`src/rtl/sb_cfg_pkg.sv`:
```
// Shared types and sizing helpers for the switch-block configuration loader.
package sb_cfg_pkg;

    typedef enum logic [2:0] {
        S_IDLE,
        S_FLUSH,
        S_PROBE,
        S_LOAD,
        S_DONE,
        S_ERR
    } state_t;

    localparam logic [1:0] ERR_NONE    = 2'd0;
    localparam logic [1:0] ERR_TIMEOUT = 2'd1;
    localparam logic [1:0] ERR_LEN     = 2'd2;

    // Bits needed for a counter that must be able to hold max_val itself.
    function automatic int cnt_width(input int max_val);
        return (max_val < 1) ? 1 : $clog2(max_val + 1);
    endfunction

endpackage

```
`src/rtl/sb_ccff_serializer.sv`:
```
// Parallel-in serial-out stage that feeds configuration words onto ccff_head, LSB first.
// A new word is taken while the last bit of the previous one shifts, so back-to-back words leave no bubble.
module sb_ccff_serializer
    import sb_cfg_pkg::*;
#(
    parameter int WORD_W    = 32,
    parameter int NUM_WORDS = 2
) (
    input  logic              i_clk,
    input  logic              i_rst,
    input  logic              i_en,
    input  logic [WORD_W-1:0] i_data,
    input  logic              i_valid,
    output logic              o_ready,
    output logic              o_shift,
    output logic              o_head
);

    localparam int WB_W = cnt_width(WORD_W);
    localparam int WT_W = cnt_width(NUM_WORDS);

    logic [WORD_W-1:0] r_sreg;
    logic [WB_W-1:0]   r_wbits;
    logic [WT_W-1:0]   r_words_taken;
    logic              w_accept;

    assign o_ready  = i_en && (r_wbits <= WB_W'(1)) && (r_words_taken < WT_W'(NUM_WORDS));
    assign w_accept = o_ready && i_valid;
    assign o_shift  = i_en && (r_wbits != '0);
    assign o_head   = o_shift && r_sreg[0];

    // Leaving the load phase discards any partial word and the word tally.
    always_ff @(posedge i_clk or posedge i_rst) begin
        if (i_rst) begin
            r_sreg        <= '0;
            r_wbits       <= '0;
            r_words_taken <= '0;
        end else if (!i_en) begin
            r_wbits       <= '0;
            r_words_taken <= '0;
        end else if (w_accept) begin
            r_sreg        <= i_data;
            r_wbits       <= WB_W'(WORD_W);
            r_words_taken <= r_words_taken + WT_W'(1);
        end else if (o_shift) begin
            r_sreg  <= r_sreg >> 1;
            r_wbits <= r_wbits - WB_W'(1);
        end
    end

endmodule

```
`src/rtl/sb_ccff_loader.sv`:
```
// Loads one switch-block ccff chain: flush, probe the physical length, then shift in NUM_WORDS words.
// Error status is sticky until the next accepted start.
module sb_ccff_loader
    import sb_cfg_pkg::*;
#(
    parameter int WORD_W    = 32,
    parameter int CHAIN_LEN = 64
) (
    input  logic              prog_clk,
    input  logic              pReset,
    input  logic              start,
    input  logic [WORD_W-1:0] cfg_data,
    input  logic              cfg_valid,
    output logic              cfg_ready,
    output logic              ccff_head,
    input  logic              ccff_tail,
    output logic              shift_en,
    output logic              busy,
    output logic              done,
    output logic              err,
    output logic [1:0]        err_code
);

    localparam int NUM_WORDS = CHAIN_LEN / WORD_W;
    localparam int BC_W      = cnt_width(CHAIN_LEN - 1);
    localparam int PC_W      = cnt_width(2 * CHAIN_LEN);
    localparam int TB_W      = cnt_width(CHAIN_LEN);

    if (CHAIN_LEN <= 0 || WORD_W <= 0 || (CHAIN_LEN % WORD_W) != 0) begin : g_bad_len
        $error("sb_ccff_loader: CHAIN_LEN must be a nonzero multiple of WORD_W");
    end

    state_t          r_state;
    state_t          w_next;
    logic [BC_W-1:0] r_bit_cnt;
    logic [PC_W-1:0] r_probe_cnt;
    logic [TB_W-1:0] r_total_bits;
    logic            r_err;
    logic [1:0]      r_err_code;

    logic            w_ser_en;
    logic            w_ser_shift;
    logic            w_ser_head;
    logic            w_set_err;
    logic [1:0]      w_err_val;

    sb_ccff_serializer #(
        .WORD_W    (WORD_W),
        .NUM_WORDS (NUM_WORDS)
    ) u_serializer (
        .i_clk   (prog_clk),
        .i_rst   (pReset),
        .i_en    (w_ser_en),
        .i_data  (cfg_data),
        .i_valid (cfg_valid),
        .o_ready (cfg_ready),
        .o_shift (w_ser_shift),
        .o_head  (w_ser_head)
    );

    always_ff @(posedge prog_clk or posedge pReset) begin
        if (pReset) begin
            r_state <= S_IDLE;
        end else begin
            r_state <= w_next;
        end
    end

    // A single 1 is injected at the head; it must reach the tail after exactly CHAIN_LEN shifts.
    always_comb begin
        w_next    = r_state;
        shift_en  = 1'b0;
        ccff_head = 1'b0;
        busy      = 1'b1;
        done      = 1'b0;
        w_ser_en  = 1'b0;
        w_set_err = 1'b0;
        w_err_val = ERR_NONE;
        case (r_state)
            S_IDLE: begin
                busy = 1'b0;
                if (start) begin
                    w_next = S_FLUSH;
                end
            end
            S_FLUSH: begin
                shift_en = 1'b1;
                if (r_bit_cnt == BC_W'(CHAIN_LEN - 1)) begin
                    w_next = S_PROBE;
                end
            end
            S_PROBE: begin
                shift_en  = 1'b1;
                ccff_head = (r_probe_cnt == '0);
                if (ccff_tail) begin
                    if (r_probe_cnt == PC_W'(CHAIN_LEN)) begin
                        w_next = S_LOAD;
                    end else begin
                        w_next    = S_ERR;
                        w_set_err = 1'b1;
                        w_err_val = ERR_LEN;
                    end
                end else if (r_probe_cnt == PC_W'(2 * CHAIN_LEN)) begin
                    w_next    = S_ERR;
                    w_set_err = 1'b1;
                    w_err_val = ERR_TIMEOUT;
                end
            end
            S_LOAD: begin
                w_ser_en  = 1'b1;
                shift_en  = w_ser_shift;
                ccff_head = w_ser_head;
                if (w_ser_shift && r_total_bits == TB_W'(CHAIN_LEN - 1)) begin
                    w_next = S_DONE;
                end
            end
            S_DONE: begin
                done   = 1'b1;
                w_next = S_IDLE;
            end
            S_ERR: begin
                w_next = S_IDLE;
            end
            default: begin
                w_next = S_IDLE;
            end
        endcase
    end

    always_ff @(posedge prog_clk or posedge pReset) begin
        if (pReset) begin
            r_bit_cnt    <= '0;
            r_probe_cnt  <= '0;
            r_total_bits <= '0;
            r_err        <= 1'b0;
            r_err_code   <= ERR_NONE;
        end else begin
            r_bit_cnt   <= (r_state == S_FLUSH && w_next == S_FLUSH) ? r_bit_cnt + BC_W'(1) : '0;
            r_probe_cnt <= (r_state == S_PROBE) ? r_probe_cnt + PC_W'(1) : '0;
            if (r_state != S_LOAD) begin
                r_total_bits <= '0;
            end else if (w_ser_shift) begin
                r_total_bits <= r_total_bits + TB_W'(1);
            end
            if (r_state == S_IDLE && start) begin
                r_err      <= 1'b0;
                r_err_code <= ERR_NONE;
            end else if (w_set_err) begin
                r_err      <= 1'b1;
                r_err_code <= w_err_val;
            end
        end
    end

    assign err      = r_err;
    assign err_code = r_err_code;

endmodule

```
`config.mk`:
```
export PLATFORM = sky130hd
export DESIGN_NAME = sb_ccff_loader
export DESIGN_NICKNAME = d
export VERILOG_FILES = /design/src/rtl/sb_cfg_pkg.sv /design/src/rtl/sb_ccff_serializer.sv /design/src/rtl/sb_ccff_loader.sv
export SDC_FILE = /design/constraint.sdc
export NUM_CORES = 1
export LEC_CHECK = 0
export CORE_ASPECT_RATIO = 1.1
export CORE_MARGIN = 2
export CORE_UTILIZATION = 55
export CTS_CLUSTER_DIAMETER = 50
export DETAILED_ROUTE_END_ITERATION = 16
export GPL_ROUTABILITY_DRIVEN = 0
export GPL_TIMING_DRIVEN = 0
export PLACE_DENSITY = 0.8
export SYNTH_ARGS = -nofsm -noshare
export SYNTH_HDL_FRONTEND = slang
export SYNTH_SLANG_ARGS = --single-unit
```
`constraint.sdc`:
```
create_clock -name prog_clk -period 2.7 [get_ports prog_clk]
set_clock_uncertainty 0.2 [all_clocks]
set_input_delay 0.54 -clock prog_clk [delete_from_list [all_inputs] [get_ports prog_clk]]
set_output_delay 0.54 -clock prog_clk [all_outputs]
set_load 0.005 [all_outputs]
```
# --- After elaboration in Yosys (flattened, before gate mapping) ---
# Index checks and enable logic that the tools add are counted.
totals:
  reg_bits: 67
  elab_cells: 79
classes:
  n_addsub: 5
  magnitude_cmp: 2
  n_eq_ne: 12
  n_mux: 35
  n_reduce_logical: 16
op_table:
  columns: ["operator", "n"]
  rows:
  - ["32-bit 2-to-1 mux", 2]
  - ["6-bit 2-to-1 mux", 4]
  - ["3-bit 2-to-1 mux", 6]
  - ["2-bit 2-to-1 mux", 7]
  - ["7-bit 2-to-1 mux", 2]
  - ["3-bit one-hot mux with 4 select lines", 1]
  - ["1-bit 2-to-1 mux", 10]
  - ["8-bit by 1-bit adder with 8-bit output, second input constant", 1]
  - ["8-bit by 7-bit equality test with 1-bit output, second input constant", 1]
  - ["8-bit equality test, second input constant", 1]
  - ["1-bit logical AND", 8]
  - ["8-bit zero test", 1]
  - ["8-bit 2-to-1 mux", 1]
  - ["7-bit by 1-bit adder with 7-bit output, second input constant", 1]
  - ["7-bit by 6-bit equality test with 1-bit output, second input constant", 1]
  - ["6-bit by 1-bit adder with 6-bit output, second input constant", 1]
  - ["3-bit by 1-bit equality test with 1-bit output, second input constant", 2]
  - ["3-bit by 2-bit equality test with 1-bit output, second input constant", 2]
  - ["6-bit equality test, second input constant", 1]
  - ["6-bit by 1-bit less-or-equal comparator with 1-bit output, second input constant", 1]
  - ["2-bit nonzero test", 3]
  - ["6-bit nonzero test", 1]
  - ["6-bit by 1-bit subtractor with 6-bit output, second input constant", 1]
  - ["1-bit one-hot mux with 2 select lines", 2]
  - ["9 further kinds", 9]

# --- Depth between registers and ports, before layout ---
# Gate-level depths: netlist of the first run.
logic_depth:
  ltp_word: 9
  depth_mapped: 8

# --- Modules after synthesis ---
# A second synthesis of the first run with hierarchy kept.
unflattened:
  hier_cells: 367
  hier_area_um2: 3334.4
modules_own_cells:
  columns: ["mod", "instances", "cells_per_inst", "area_each_um2", "seq_area_each_um2"]
  rows:
  - ["sb_ccff_serializer", 1, 220, 1931.9, 1001.0]
  - ["sb_ccff_loader", 1, 147, 1402.6, 675.6]

# --- Worst setup path before layout of the first run ---
# No wires, ideal clock.
synth_timing:
  path_kind: "flip-flop to output port"
  from: "register r_probe_cnt[0]"
  to: "output port ccff_head"
  arrival_ns: 1.429
  setup_slack_ns: 0.531
  path_stages_with_launch: 6
  n_path_buf: 0
  path_cell_list: "dfrtp_1 > inv_1 > ha_1 > or4b_1 > nor3_1 > a22o_1"
synth_via:
  elab_chain_len: 2
synth_lines:
  columns: ["element", "line", "rtl"]
  rows:
  - ["start, declared", "sb_ccff_loader.sv:36", "logic [PC_W-1:0] r_probe_cnt;"]
  - ["start signal, assigned", "sb_ccff_loader.sv:139", "r_probe_cnt <= (r_state == S_PROBE) ? r_probe_cnt + PC_W'(1) : '0;"]
  - ["8-bit zero test", "sb_ccff_loader.sv:94", "ccff_head = (r_probe_cnt == '0);"]
  - ["1-bit one-hot mux with 2 select lines", "sb_ccff_loader.sv:79", "case (r_state)"]
  - ["end, declared", "sb_ccff_loader.sv:15", "output logic ccff_head,"]
# Every way passes these cells.

# --- Worst setup path after layout of the first run ---
# Ends and elaborated chain as after synthesis.

==> results.py, run 1 <==
metrics = {
    "power": {
        "p_leak_nw": 1.68,
        "max-vdd-ir-drop_mv": 0.390,
        "power.density_nw_per_um2": 506,
        "total_power_w": 0.00212,
    },
    "clocking": {
        "clk_latency_ns": 0.34,
        "cts_tree": "done",
        "cts-root-buf": "clkbuf_8",
        "cts_made_buffers": 9,
        "path_clk_slew_ns": 0.07,
        "clock-sinks": 67,
        "htree_levels": 3,
        "cts_hold_buffers": 0,
        "cts.path.max_buffers": 2,
    },
    "place": {
        "port_buffers": 44,
        "dpl.hpwl_um": 4180,
        "dp_slack_ns": -0.161,
    },
    "global_route": {
        "grt_max_degree": 36,
        "grt_pass1_vias": 2536,
        "antenna_found_initial": 0,
        "grt_util_all_layers_pct": 21.1,
        "grt_overflow_total": 0,
        "grt_pass1_wl_um": 11200,
    },
    "cells_and_area": {
        "layout_commonest_cell": "dfrtp_1",
        "drive_above_1_share_pct": 13.6,
        "nets": 430,
        "n_fill_cell": 428,
        "antenna_cells": 0,
        "final_util_pct": 72.2,
        "syn_to_final_growth_pct": 26.5,
        "final_cell_mix": "dfrtp_1 (65), clkdlybuf4s50_1 (41), nand2_1 (39), mux2i_1 (33), nor2_1 (31)",
    },
    "worst_setup_path": {
        "crit_fanout": 2,
        "r2r_setup_slack_ns": 0.49,
        "cp-start-kind": "register",
        "crit_path_end_kind": "output port",
        "reg2reg_from": "r_probe_cnt[0]",
        "path_class": "reg2out",
        "required_ns": 1.96,
        "r2r_cells": 7,
        "r2r-end": "err_code[1]",
        "worstPathArrival_ns": 1.85,
    },
    "synthesis": {
        "yosysUniqueCellTypes": 46,
        "syn_area_per_cell_um2": 10.3,
        "async_reset_ff_share_pct": 100,
        "synth_edf_count": 0,
        "yosysTopAreaCellShare_pct": 50.6,
        "syn_nets": 367,
        "synth_ff_type": "dfrtp_1",
        "yosysTopAreaCell": "dfrtp_1",
        "yosys_warnings": 0,
        "synth_cells": 323,
        "synth-seq-area-share_pct": 50.6,
        "ys_ff_latch": 67,
        "ys_top_cells_by_area": "dfrtp_1 (51%), mux2i_1 (10%), nand2_1 (4.5%)",
        "syn_area_um2": 3310,
    },
    "floorplan": {
        "rows": 29,
        "die_area_um2": 6660,
        "start_util_pct": 57.1,
        "io_pins": 45,
        "die_x_um": 78,
        "fp.dieH_um": 85.4,
        "coreArea_um2": 5810,
    },
    "timing": {
        "final-setup-viol-count": 0,
        "holdWs_ns": 0.268,
        "finalHoldViolCount": 0,
        "rsz0062_at_grt": "false",
        "clock.fmax_mhz": 385,
        "layout_setup_ws_ns": 0.106,
        "period_share_pct": 96.1,
        "fin_crit_ns": 2.59,
        "worst_pin_slew_ns": 0.731,
        "max-slew-margin-rel_pct": 51.2,
        "slew_violations": 0,
    },
    "worst_hold_path": {
        "min_from": "r_bit_cnt[0]",
        "hold_depth": 1,
        "hold_class": "reg2reg",
        "min_to": "r_bit_cnt[0]",
    },
    "detailed_routing": {
        "antenna_left": 0,
        "viasPerCell": 5.30,
        "wl_per_cell_um": 13.6,
        "vias": 2481,
        "first_iter_violations": 83,
        "wl_um": 6340,
        "route.detailed.drc": 0,
        "drtPass1Iterations": 4,
    },
    "flow_run": {
        "drv_cap": 0,
    },
    "status": {
        "status": "finished clean",
    },
}
-- cell type report --
| type | count | area (µm²) | share of cell area [%] |
|---|---|---|---|
| multi-input cells | 230 | 1550 | 36.9 |
| well taps | 77 | 96.3 | 2.30 |
| clock buffers | 9 | 124 | 2.96 |
| repair buffers | 52 | 505 | 12.1 |
| inverters | 10 | 37.5 | 0.896 |
| flip-flops and latches | 67 | 1680 | 40.1 |
| clock inverters | 7 | 68.8 | 1.64 |
| plain buffers | 16 | 131 | 3.14 |
-- what timing repair did --
action / CTS / global route
setup endpoints to repair: 3 / 2
pin swaps: 2 / 1
gates resized for setup: 21 / 3
buffers inserted: 7 / 0
-- cell usage after synthesis, types with 4 or more instances --
library cell  instances
a21oi_1               9
nor2_1               31
ha_1                  7
buf_6                 4
xnor2_1              13
clkbuf_1              4
nor3_1                4
dfrtp_1              67
buf_4                 4
xor2_1                6
o21ai_0              28
nand2_1              40
nand3_1               7
o21ai_1               5
a211oi_1              5
inv_1                10
a21o_1                4
mux2i_1              33
-- per-stage QoR --
step | setup TNS (ns) | area [µm²] | std cells
final | 0 | 4190 | 468
after detailed placement | -0.168 | 3870 | 445
after global routing | 0 | 4190 | 468
after global placement | -54.53 | 3850 | 444
after floorplan | 0 | 3310 | 323
after CTS | 0 | 4180 | 468
-- kinds of logic (layout without fill, tap and decap cells) --
group                      count (synthesis)  in the layout  share of synthesized area, %
and+or+nand+nor                          106            106                          15.6
DFF                                       67             67                          50.6
AOI/OAI and AO/OA                         65             65                          11.7
muxes                                     33             33                          9.97
buffers and inverters                     26             94                          4.46
xor gates and xnor gates                  19             19                          5.02
adders and majority gates                  7              7                          2.64
-- layer usage --
layer	vias to the layer above	GRT usage (%)	wire [µm]
met3	10	4.89	249
met4	0	7.50	92
met5	-	0	0
met1	1182	27.3	2980
li1	1242	-	-
met2	47	35.0	3020
-- registers in the layout, indices dropped and copies added (netlist names) --
| name | cells |
|---|---|
| r_state | 3 |
| err_code | 2 |
| r_total_bits | 7 |
| u_serializer.r_wbits | 6 |
| u_serializer.r_words_taken | 2 |
| r_probe_cnt | 8 |
| err | 1 |
| u_serializer.r_sreg | 32 |
| r_bit_cnt | 6 |
-- power breakdown --
part           total, W  internal (W)  switching, W
combinational  0.000194      0.000111     0.0000836
clock          0.000810      0.000422      0.000387
sequential      0.00112       0.00107     0.0000470
-- worst max path at each step --
stage	from	end	slack, ns	cells past startpoint
2_1_floorplan	pReset	err	0.28	1
3_3_place_gp	pReset	r_total_bits[4]	-0.81	2
3_5_place_dp	r_state[2]	ccff_head	-0.16	5
4_1_cts	r_probe_cnt[0]	ccff_head	0.02	6
5_1_grt	r_probe_cnt[0]	ccff_head	0.02	6
6_report	r_probe_cnt[0]	ccff_head	0.11	6
-- worst max-delay path, stage by stage (launching register included) --
cell and delay (ns):
dfrtp_1 0.39, inv_1 0.06, ha_1 0.15, or4b_4 0.49
nor3_4 0.15, a22o_1 0.17, clkbuf_2 0.11
(Power assumes the default switching activity.)
==> inputs of run 2 (changes only) <==
--- a/config.mk
+++ b/config.mk
@@ -12,7 +12,7 @@
 export DETAILED_ROUTE_END_ITERATION = 16
 export GPL_ROUTABILITY_DRIVEN = 0
 export GPL_TIMING_DRIVEN = 0
-export PLACE_DENSITY = 0.8
+export PLACE_DENSITY_LB_ADDON = 0.08
 export SYNTH_ARGS = -nofsm -noshare
 export SYNTH_HDL_FRONTEND = slang
 export SYNTH_SLANG_ARGS = --single-unit
==> run 2 against run 1 <==
Effect of this change: power shrank 2.5%; final area grew 0.24%; flip-flop and latch count is the same; largest power group unchanged; worst setup slack gained 0.025 ns; wire length grew 2.8%.
==> results.py, run 2 (synthesis results as in run 1) <==
metrics = {
    "global_route": {
        "grt_use_met2_pct": 36.6,
        "grt_max_degree": 39,
        "grt_pass1_wl_um": 11200,
        "busiest_layer": "met2",
        "use_met1_pct": 27.1,
        "grt_pass1_vias": 2497,
        "antenna_found_initial": 0,
        "grt_overflow_total": 0,
        "grt_util_all_layers_pct": 21.5,
        "grt_util_met3_pct": 3.62,
    },
    "timing": {
        "rsz0062_at_grt": "false",
        "clock.fmax_mhz": 389,
        "slew_violations": 0,
        "max-slew-margin-rel_pct": 57.1,
        "fin_crit_ns": 2.57,
        "finalHoldViolCount": 0,
        "final-setup-viol-count": 0,
        "period_share_pct": 95.2,
        "worst_pin_slew_ns": 0.642,
    },
    "floorplan": {
        "die_area_um2": 6660,
        "rows": 29,
        "start_util_pct": 57.1,
        "fp.dieH_um": 85.4,
        "coreArea_um2": 5810,
        "io_pins": 45,
        "die_x_um": 78,
    },
    "place": {
        "placed_cell_area_um2": 3870,
        "place_inst": 445,
        "port_buffers": 44,
        "dpl.hpwl_um": 4360,
    },
    "clocking": {
        "cts_hold_buffers": 0,
        "cts-root-buf": "clkbuf_8",
        "htree_levels": 3,
        "cts_made_buffers": 9,
        "cts.path.max_buffers": 2,
        "clk_latency_ns": 0.34,
        "cts_tree": "done",
        "clock-sinks": 67,
        "path_clk_slew_ns": 0.06,
    },
    "worst_setup_path": {
        "r2r_setup_slack_ns": 0.40,
        "worstPathArrival_ns": 1.83,
        "required_ns": 1.96,
        "reg2reg_from": "r_probe_cnt[0]",
        "cp-start-kind": "register",
        "crit_fanout": 6,
        "r2r_cells": 8,
        "path_class": "reg2out",
        "crit_path_end_kind": "output port",
        "r2r-end": "err_code[1]",
    },
    "flow_run": {
        "drv_cap": 0,
    },
    "cells_and_area": {
        "multi_input_area_um2": 1550,
        "stdcell_area_um2": 4200,
        "layout_commonest_cell": "dfrtp_1",
        "nets": 433,
        "antenna_cells": 0,
        "syn_to_final_growth_pct": 26.8,
        "final-seq-area_um2": 1680,
        "top_register": "u_serializer.r_sreg",
        "final_cell_mix": "dfrtp_1 (65), clkdlybuf4s50_1 (41), nand2_1 (39), mux2i_1 (33), nor2_1 (31)",
        "drive_above_1_share_pct": 13.7,
        "n_fill_cell": 447,
        "largest_register_ffs": 32,
        "fin_cells": 470,
        "final_util_pct": 72.3,
        "largestRegisters": "u_serializer.r_sreg x32, r_probe_cnt x8, r_total_bits x7",
    },
    "detailed_routing": {
        "wl_per_cell_um": 13.9,
        "route.detailed.drc": 0,
        "vias": 2490,
        "antenna_left": 0,
        "wl_um": 6520,
        "first_iter_violations": 101,
        "drtPass1Iterations": 4,
        "viasPerCell": 5.30,
    },
    "power": {
        "total_power_w": 0.00207,
        "max-vdd-ir-drop_mv": 0.411,
        "p_leak_nw": 1.69,
        "power.density_nw_per_um2": 492,
    },
    "worst_hold_path": {
        "min_from": "r_bit_cnt[0]",
        "min_to": "r_bit_cnt[0]",
        "hold_class": "reg2reg",
        "hold_depth": 1,
    },
    "status": {
        "status": "finished clean",
    },
}
==> run 2: cell count changes in the layout (fill, tap and decap cells not counted), sizes merged <==
| cell | previous run | this run |
|---|---|---|
| bufinv | 1 | 0 |
| clkbuf | 16 | 20 |
| clkinvlp | 2 | 0 |
| clkinv | 4 | 2 |
| buf | 18 | 21 |
==> run 2: how the worst max path moves through the flow <==
stage,slack [ns],cells after the start,endpoint,startpoint
final,0.13,7,shift_en,u_serializer.r_wbits[5]
after CTS,0.03,6,ccff_head,u_serializer.r_wbits[3]
after global placement,-0.82,2,r_bit_cnt[4],pReset
after detailed placement,-0.17,5,ccff_head,r_state[2]
after floorplan,0.28,1,err,pReset
after global routing,0.04,6,ccff_head,r_probe_cnt[0]
==> run 2: cell type report <==
| type | instances | area share [%] |
|---|---|---|
| plain buffers | 16 | 3.10 |
| clock buffers | 13 | 4.02 |
| clock inverters | 2 | 0.238 |
| inverters | 10 | 0.894 |
| multi-input cells | 230 | 36.9 |
| flip-flops and latches | 67 | 40.0 |
| well taps | 77 | 2.29 |
| repair buffers | 55 | 12.6 |
==> run 2: power breakdown <==
part | leakage (nW) | internal (W) | switching (W)
registers | 0.827 | 0.00107 | 0.0000470
clock network | 0.0953 | 0.000401 | 0.000356
logic | 0.763 | 0.000111 | 0.0000836
total | 1.69 | 0.00158 | 0.000486
==> run 2: worst max-delay path, cell delays in order, from the launching register on <==
cell and delay [ns]:
dfrtp_1 0.43, nor4_4 0.32, buf_4 0.16, buf_6 0.10
nand2_4 0.07, nor2_1 0.11, nor3_1 0.04, dlygate4sd2_1 0.26
==> run 2: through the flow <==
step | TNS [ns] | setup slack, ns | hold slack (ns)
floorplan | 0 | 0.277 | 0.233
global placement | -54.81 | -0.817 | 0.252
detailed placement | -0.202 | -0.165 | 0.263
CTS | 0 | 0.0305 | 0.271
global route | 0 | 0.0374 | 0.284
finish | 0 | 0.131 | 0.263
==> run 2: per-layer routing <==
| metal | part of all wire [%] | vias to the layer above |
|---|---|---|
| met4 | 2.1 | 0 |
| met3 | 3.2 | 12 |
| met5 | 0 | - |
| li1 | - | 1251 |
| met2 | 49 | 38 |
| met1 | 46 | 1189 |
==> run 2: what timing repair did <==
| action | CTS | global route |
|---|---|---|
| gates resized for setup | 23 | 1 |
| endpoints found under the setup margin | 3 | 1 |
| cloned | 0 | 0 |
| hold endpoints to repair | 0 | 0 |
| pin swaps | 2 | 3 |
| setup buffers | 8 | 2 |
==> inputs of run 3 (changes only) <==
==> constraint.sdc (replaced) <==
create_clock -name prog_clk -period 2.7 [get_ports prog_clk]
set_clock_uncertainty 0.2 [all_clocks]
set_input_delay 0.54 -clock prog_clk [delete_from_list [all_inputs] [get_ports prog_clk]]
set_output_delay 0.54 -clock prog_clk [all_outputs]
set_load 0.05 [all_outputs]
==> run 3 against run 2 <==
Effect of this change: sequential power about the same; first-iteration DRC count down 9.9%; final area down 0.77%; combinational power up 6%; flip-flop and latch count unchanged; critical path depth down 1; count of clock-buffer cells in the layout unchanged; cell count down 0.85%; maximum frequency down 3.3%; hold slack better by 0.0013 ns; power up 3.6%; via count down 0.32%; critical path type unchanged; critical endpoint is now ccff_head; largest cell class unchanged.
==> results.py, run 3 (synthesis results as in run 1) <==
metrics = {
    "power": {
        "power.density_nw_per_um2": 514,
        "p_seq_share_pct": 52.1,
        "max-vdd-ir-drop_mv": 0.468,
        "p_clk_share_pct": 38.2,
        "p_sw_w": 0.000490,
        "pwr-share-comb_pct": 9.7,
        "switching_share_pct": 22.9,
        "p_int_w": 0.00165,
        "p_leak_nw": 1.68,
    },
    "clocking": {
        "cts_tree": "done",
        "cts_hold_buffers": 0,
        "cts-root-buf": "clkbuf_8",
        "path_clk_slew_ns": 0.07,
        "htree_levels": 3,
        "clk_latency_ns": 0.34,
        "clock-sinks": 67,
        "cts_made_buffers": 9,
        "cts.path.max_buffers": 2,
    },
    "global_route": {
        "grt_pass1_wl_um": 10900,
        "grt_max_degree": 39,
        "grt_pass1_vias": 2425,
        "grt_util_all_layers_pct": 20.8,
        "antenna_found_initial": 0,
        "grt_overflow_total": 0,
    },
    "detailed_routing": {
        "vias": 2482,
        "wl_per_cell_um": 13.6,
        "viasPerCell": 5.33,
        "first_iter_violations": 91,
        "route.detailed.drc": 0,
        "drtPass1Iterations": 4,
        "wl_um": 6350,
        "antenna_left": 0,
    },
    "cells_and_area": {
        "nets": 429,
        "final_util_pct": 71.8,
        "top_register": "u_serializer.r_sreg",
        "drive_above_1_share_pct": 12.9,
        "largest_register_ffs": 32,
        "final_cell_mix": "dfrtp_1 (67), clkdlybuf4s50_1 (40), nand2_1 (39), mux2i_1 (33), nor2_1 (31)",
        "antenna_cells": 0,
        "layout_commonest_cell": "dfrtp_1",
        "stdcell_area_um2": 4170,
        "syn_to_final_growth_pct": 25.8,
        "fin_cells": 466,
        "largestRegisters": "u_serializer.r_sreg x32, r_probe_cnt x8, r_total_bits x7",
    },
    "timing": {
        "finalHoldViolCount": 0,
        "layout_setup_ws_ns": 0.0417,
        "max-slew-margin-rel_pct": 46.7,
        "rsz0062_at_grt": "true",
        "final-setup-viol-count": 0,
        "worst_pin_slew_ns": 0.799,
        "setup_tns_ns": 0,
        "fin_crit_ns": 2.66,
        "slew_violations": 0,
        "clock.fmax_mhz": 376,
        "period_share_pct": 98.5,
    },
    "place": {
        "dp_slack_ns": -0.486,
        "place_inst": 445,
        "placed_cell_area_um2": 3880,
        "dpl.hpwl_um": 4380,
        "port_buffers": 44,
    },
    "worst_hold_path": {
        "hold_class": "reg2reg",
    },
    "floorplan": {
        "die_area_um2": 6660,
        "start_util_pct": 57.1,
        "die_x_um": 78,
        "io_pins": 45,
        "rows": 29,
        "coreArea_um2": 5810,
        "fp.dieH_um": 85.4,
    },
    "worst_setup_path": {
        "path_class": "reg2out",
        "crit_fanout": 10,
        "required_ns": 1.96,
        "cpPeakStageDelay_ns": 0.46,
        "crit_chain": "nor4_4, buf_4, a21oi_4, buf_4, a22o_1, buf_6",
        "crit_path_end_kind": "output port",
        "worstPathArrival_ns": 1.92,
        "slowest_stage": "dfrtp_1",
        "path_buf_inv": 3,
        "cp-start-kind": "register",
        "crit_family": "buffers and inverters",
        "crit_top_cell": "buf_4",
    },
    "status": {
        "status": "finished clean",
    },
    "flow_run": {
        "drv_cap": 0,
    },
}
run 3: stage by stage:
step	power, W	hold WS (ns)
detailed placement	0.00134	0.262
global route	0.00225	0.285
floorplan	0.00124	0.233
finish	0.00214	0.264
global placement	0.00133	0.253
CTS	0.00217	0.271
run 3: power by group through the flow:
stage	Combinational [W]	Clock, W	Sequential (W)
6_report	0.000207	0.000819	0.00112
5_1_grt	0.000234	0.000894	0.00112
4_1_cts	0.000210	0.000845	0.00111
3_5_place_dp	0.000210	0	0.00113
3_3_place_gp	0.000199	0	0.00113
2_1_floorplan	0.000122	0	0.00112
run 3: worst paths after layout:
kind	startpoint	endpoint	slack (ns)	cells after the start
setup reg to reg	r_probe_cnt[0]	err_code[1]	0.48	7
hold reg to reg	r_bit_cnt[0]	r_bit_cnt[0]	0.26	1
hold / removal	r_bit_cnt[0]	r_bit_cnt[0]	0.26	1
setup / recovery	u_serializer.r_wbits[3]	ccff_head	0.04	6
min in group asynchronous	pReset	u_serializer.r_sreg[1]	0.47	2
max in group asynchronous	pReset	u_serializer.r_sreg[27]	1.21	3
run 3: metal layers:
| layer | global-route usage [%] | vias to the layer above | wire (µm) |
|---|---|---|---|
| met4 | 7.66 | 0 | 123 |
| met2 | 34.3 | 43 | 3080 |
| met3 | 5.43 | 11 | 188 |
| li1 | - | 1237 | - |
| met1 | 26.6 | 1191 | 2960 |
| met5 | 0 | - | 0 |
run 3: cell type report:
cell class                 count  area, µm²
clock buffer                  13        159
timing repair buffer          51        498
sequential                    67       1680
tap                           77       96.3
inverter                      10       37.5
multi-input combinational    230       1550
fill                         452       1640
buffer                        16        118
clock inverter                 2       35.0
run 3: timing repair:
action	in CTS	in global routing
setup buffers	1	5
endpoints found under the hold margin	0	0
pin swaps	0	2
resized for setup	28	5
endpoints found under the setup margin	4	3
